File: config.mk
export PLATFORM = sky130hd
export DESIGN_NAME = operand_fetch
export DESIGN_NICKNAME = d
export VERILOG_FILES = /design/src/rtl/operand_fetch.sv
export SDC_FILE = /design/constraint.sdc
export NUM_CORES = 2
export LEC_CHECK = 0
export CORE_ASPECT_RATIO = 1.75
export CORE_MARGIN = 2
export CORE_UTILIZATION = 44
export CTS_CLUSTER_DIAMETER = 150
export DETAILED_ROUTE_END_ITERATION = 16
export HOLD_SLACK_MARGIN = 0.06
export PLACE_DENSITY_LB_ADDON = 0.3
export SLEW_MARGIN = 30
export SYNTH_ARGS = -nofsm -noshare
export SYNTH_HDL_FRONTEND = slang
export SYNTH_SLANG_ARGS = --single-unit
File: constraint.sdc
create_clock -name clk -period 9.3 [get_ports clk]
set_clock_uncertainty 0.2 [all_clocks]
set_input_delay 1.86 -clock clk [delete_from_list [all_inputs] [get_ports clk]]
set_output_delay 1.86 -clock clk [all_outputs]
set_load 0.05 [all_outputs]
File: src/rtl/operand_fetch.sv
// Operand fetch stage: register file with write-through bypass feeding a
// single-entry output register toward the ALU with a valid/ready handshake.
module operand_fetch #(
    parameter int XLEN  = 64,
    parameter int NREGS = 32
) (
    input  logic            clk,
    input  logic            reset,
    input  logic            in_valid,
    output logic            in_ready,
    input  logic [4:0]      rs1,
    input  logic [4:0]      rs2,
    input  logic [4:0]      rd,
    input  logic [3:0]      alu_op,
    input  logic [XLEN-1:0] imm,
    input  logic            use_imm,
    input  logic            wb_en,
    input  logic [4:0]      wb_rd,
    input  logic [XLEN-1:0] wb_data,
    input  logic            flush,
    output logic            out_valid,
    input  logic            out_ready,
    output logic [3:0]      operation,
    output logic [XLEN-1:0] operand1,
    output logic [XLEN-1:0] operand2,
    output logic [4:0]      out_rd
);

    logic [XLEN-1:0] regFile_q [NREGS];

    logic            outValid_q,  outValid_d;
    logic [3:0]      operation_q, operation_d;
    logic [XLEN-1:0] operand1_q,  operand1_d;
    logic [XLEN-1:0] operand2_q,  operand2_d;
    logic [4:0]      outRd_q,     outRd_d;

    logic [XLEN-1:0] rs1Data;
    logic [XLEN-1:0] rs2Data;
    logic            inReady;
    logic            accept;

    // x0 is hardwired to zero, so writes to it are simply dropped.
    always_ff @(posedge clk) begin
        if (reset) begin
            for (int i = 0; i < NREGS; i++) begin
                regFile_q[i] <= '0;
            end
        end else if (wb_en && (wb_rd != 5'd0)) begin
            regFile_q[wb_rd] <= wb_data;
        end
    end

    // A same-cycle writeback overrides the stored value so the consumer never
    // sees a stale register.
    always_comb begin
        rs1Data = regFile_q[rs1];
        rs2Data = regFile_q[rs2];
        if (wb_en && (wb_rd == rs1)) begin
            rs1Data = wb_data;
        end
        if (wb_en && (wb_rd == rs2)) begin
            rs2Data = wb_data;
        end
        if (rs1 == 5'd0) begin
            rs1Data = '0;
        end
        if (rs2 == 5'd0) begin
            rs2Data = '0;
        end
    end

    assign inReady = !outValid_q || out_ready;
    assign accept  = in_valid && inReady && !flush;

    // Held payload is only replaced on acceptance; flush clears valid alone.
    always_comb begin
        outValid_d  = outValid_q;
        operation_d = operation_q;
        operand1_d  = operand1_q;
        operand2_d  = operand2_q;
        outRd_d     = outRd_q;
        if (flush) begin
            outValid_d = 1'b0;
        end else if (accept) begin
            outValid_d  = 1'b1;
            operation_d = alu_op;
            operand1_d  = rs1Data;
            operand2_d  = use_imm ? imm : rs2Data;
            outRd_d     = rd;
        end else if (outValid_q && out_ready) begin
            outValid_d = 1'b0;
        end
    end

    always_ff @(posedge clk) begin
        if (reset) begin
            outValid_q  <= 1'b0;
            operation_q <= '0;
            operand1_q  <= '0;
            operand2_q  <= '0;
            outRd_q     <= '0;
        end else begin
            outValid_q  <= outValid_d;
            operation_q <= operation_d;
            operand1_q  <= operand1_d;
            operand2_q  <= operand2_d;
            outRd_q     <= outRd_d;
        end
    end

    assign in_ready  = inReady;
    assign out_valid = outValid_q;
    assign operation = operation_q;
    assign operand1  = operand1_q;
    assign operand2  = operand2_q;
    assign out_rd    = outRd_q;

endmodule

==> run summary <==
Worst Path Max Fanout -> 5
total wire length -> 448000 um
antenna-violating nets left -> 0
Final Slew Violations -> 0
# IOs -> 298
Cell Area, Synth -> 113000 um^2
vias in the first global route -> 79300
prevailing post-synth register cell -> edfxtp_1
Min-Delay Path Class -> reg2reg
status -> completed
Clock Path Buffers -> 4
switching share of power -> 25.7%
worst hold endpoint -> operation[0]
H-tree depth -> 4
Crit path largest cell delay -> 0.90 ns
core area -> 256000 um^2
layout cells sized above 1 -> 22.2%
Final setup violation count -> 0
Slew headroom -> 26.1%
Synth area leader -> edfxtp_1
vias per cell -> 6.96
Fillers -> 21300
hold-fix buffer count after cts -> 0
post-layout minimum cycle time -> 5.67 ns
WL/cell -> 39.7 um
Synth top area share -> 54.3%
Horiz. Die Dim -> 387 um
largest net degree at the start of global routing -> 133
RSZ-0062 raised after global routing -> false
Internal Pwr Total -> 17.5 mW
Critical Path RT -> 7.24 ns
Rows -> 246
Hold Path Stages -> 2
CP max-delay cell -> clkdlybuf4s50_1
die area -> 262000 um^2
WS Path Type -> in2out
DPL Wire Length -> 265000 um
Port Buffers -> 297
critical path startpoint -> out_ready
Leakage -> 43.2 nW
Top delay family on crit path -> buffers and inverters
setup_tns -> 0 ns
global route overflow -> 0
Final GP Congestion -> 0.881
CP arrival -> 3.61 ns
Worst-path clk slew -> 0.07 ns
Worst Max-Slew Pin Slew -> 1.11 ns
crit-path cells -> clkdlybuf4s50_1 > nand2b_1 > clkdlybuf4s50_1
Post-synth EDFFs -> 2048
first-pass GRT wire length -> 617000 um
Clk network pwr share -> 38.4%
post-cts repair resize count -> 0
# DRC -> 0
Worst-Skew Late Latency -> 0.91 ns
Logic pwr share -> 12.3%
top cells by area, synth -> edfxtp_1 54%, mux4_2 18%, and2_1 11%
Async SR Flop Fraction -> 0%
total track usage -> 33.7%
r2r startpoint -> out_valid
initial antenna violation count -> 47
r2r endpoint -> operand1[28]
Max Cap Viol -> 0
cells on worst reg2reg path -> 6
Cells after Synth -> 7723
Fin. Hold Viols -> 0
synth-to-layout area growth -> 12.5%
Psw -> 6.07 mW
TritonCTS buffer count -> 209
Die Height -> 675 um
Initial DRC Count -> 11800
CP endpoint kind -> output port
Final Core Density -> 49.7%
final worst path period share -> 60.9%
Final #Nets -> 7879
CTS tree -> done
r2r setup slk -> 5.93 ns
register area share after synthesis -> 56.8%
CTS root buf -> clkbuf_16
# clock sinks -> 2186
Initial Util -> 44.2%
Fmax -> 176 MHz
Flop pwr share -> 49.3%
routed via count -> 78400
Avg Inst Size Synth -> 14.7 um^2
Power Dens Cells -> 185 nW/um^2
setup bufs post-CTS -> 0
iteration count of the initial detailed-routing pass -> 8
post-synthesis register bit count -> 2186
Peak VDD IR -> 0.148 mV
hold path startpoint -> operation[0]
Synth cell types -> 61
critical path buffer and inverter count -> 2
Setup crit start kind -> input pin
most used cell, CP -> clkdlybuf4s50_1
Synth warnings -> 0
registers in the layout, summed over array words and instances, names as in the netlist:
| signal | flops |
|---|---|
| operation | 4 |
| out_rd | 5 |
| regFile_q | 2048 |
| operand1 | 64 |
| operand2 | 64 |
| out_valid | 1 |
power by group through the flow:
stage / clock (mW) / sequential (mW) / combinational (mW)
2_1_floorplan: 0 / 11.9 / 1.63
3_3_place_gp: 0 / 11.8 / 2.80
3_5_place_dp: 0 / 11.8 / 2.83
4_1_cts: 9.09 / 11.6 / 2.84
5_1_grt: 9.42 / 11.7 / 2.96
6_report: 9.08 / 11.6 / 2.90
worst max path at each step:
stage	cells after the start	slack (ns)	to
after CTS	3	3.65	in_ready
after floorplan	6	1.25	regFile_q[12][0]
after global placement	6	3.31	regFile_q[11][30]
after global routing	3	3.61	in_ready
after detailed placement	6	3.33	regFile_q[7][23]
final	3	3.63	in_ready
per-layer routing:
| metal | up-vias | GRT usage, % | wire length [um] |
|---|---|---|---|
| li1 | 29700 | - | - |
| met1 | 39700 | 37.9 | 140000 |
| met2 | 6779 | 55.2 | 213000 |
| met3 | 2129 | 8.44 | 52600 |
| met4 | 24 | 26.1 | 41200 |
| met5 | - | 0.111 | 163 |
metrics by stage:
step	hold WS, ns	total power [mW]	cell area (um^2)	setup WS [ns]	cells
3_5_place_dp	0.249	14.7	120000	3.33	10900
6_report	0.255	23.6	127000	3.63	11300
4_1_cts	0.258	23.5	127000	3.65	11200
3_3_place_gp	0.243	14.6	120000	3.31	10800
2_1_floorplan	0.475	13.5	113000	1.25	7786
5_1_grt	0.283	24.0	127000	3.61	11200
worst register-to-register path, stage by stage (launching register included):
cell	delay, ns
dfxtp_1	0.32
nand2b_1	0.35
and2_4	0.82
buf_4	0.56
nor2_4	0.08
buf_4	0.42
a221o_1	0.45
area by class of cell:
cell class,count,area (um^2),area share [%]
well taps,3348,4190,3.29
clock inverters,108,1300,1.02
repair buffers,553,5530,4.34
flip-flops and latches,2186,64300,50.4
inverters,6,25.0,0.0196
clock buffers,272,5770,4.53
multi-input cells,4764,46200,36.3
diodes,31,77.6,0.0609
cell usage after synthesis, types with 49 or more instances:
master / instances
a211oi_1: 57
a21o_1: 60
a21oi_1: 73
a221o_1: 49
a22oi_1: 319
and2_1: 1988
buf_2: 133
clkbuf_1: 614
dfxtp_1: 138
edfxtp_1: 2048
mux2_2: 102
mux2i_1: 182
mux4_2: 898
nand2_1: 245
nand3_1: 74
nor2_1: 184
o21ai_1: 71
o221ai_1: 123
o22ai_1: 51
cell usage in the layout (no fill, tap or decap), types with 28 or more instances in the layout:
master	netlist	routed
o211ai_1	31	31
clkbuf_1	614	36
clkinv_2	0	41
o21ai_4	0	31
nor2_4	0	34
nor2_1	184	152
mux2i_1	182	182
clkdlybuf4s50_1	0	241
conb_1	1	64
edfxtp_1	2048	2048
a21o_1	60	60
nand2_1	245	243
mux4_2	898	898
dfxtp_1	138	138
a22oi_1	319	319
o22ai_1	51	51
diode_2	0	31
mux2_2	102	102
bufinv_16	0	28
a22o_1	30	30
o221ai_1	123	123
a21oi_1	73	73
a221o_1	49	49
clkbuf_16	0	212
nand3_1	74	72
buf_2	133	47
o21ai_1	71	71
a211oi_1	57	57
buf_4	25	196
and2_1	1988	1985
logic make-up after synthesis:
kind of cell    Yosys count  share of synthesized area, %
flops                  2186                          56.8
compound gates          961                          6.35
xor+xnor                 10                        0.0774
mux                    1182                          20.5
buf+inv                 836                          3.23
other cells               1                       0.00331
simple gates           2547                          13.1
(Power assumes the default switching activity.)
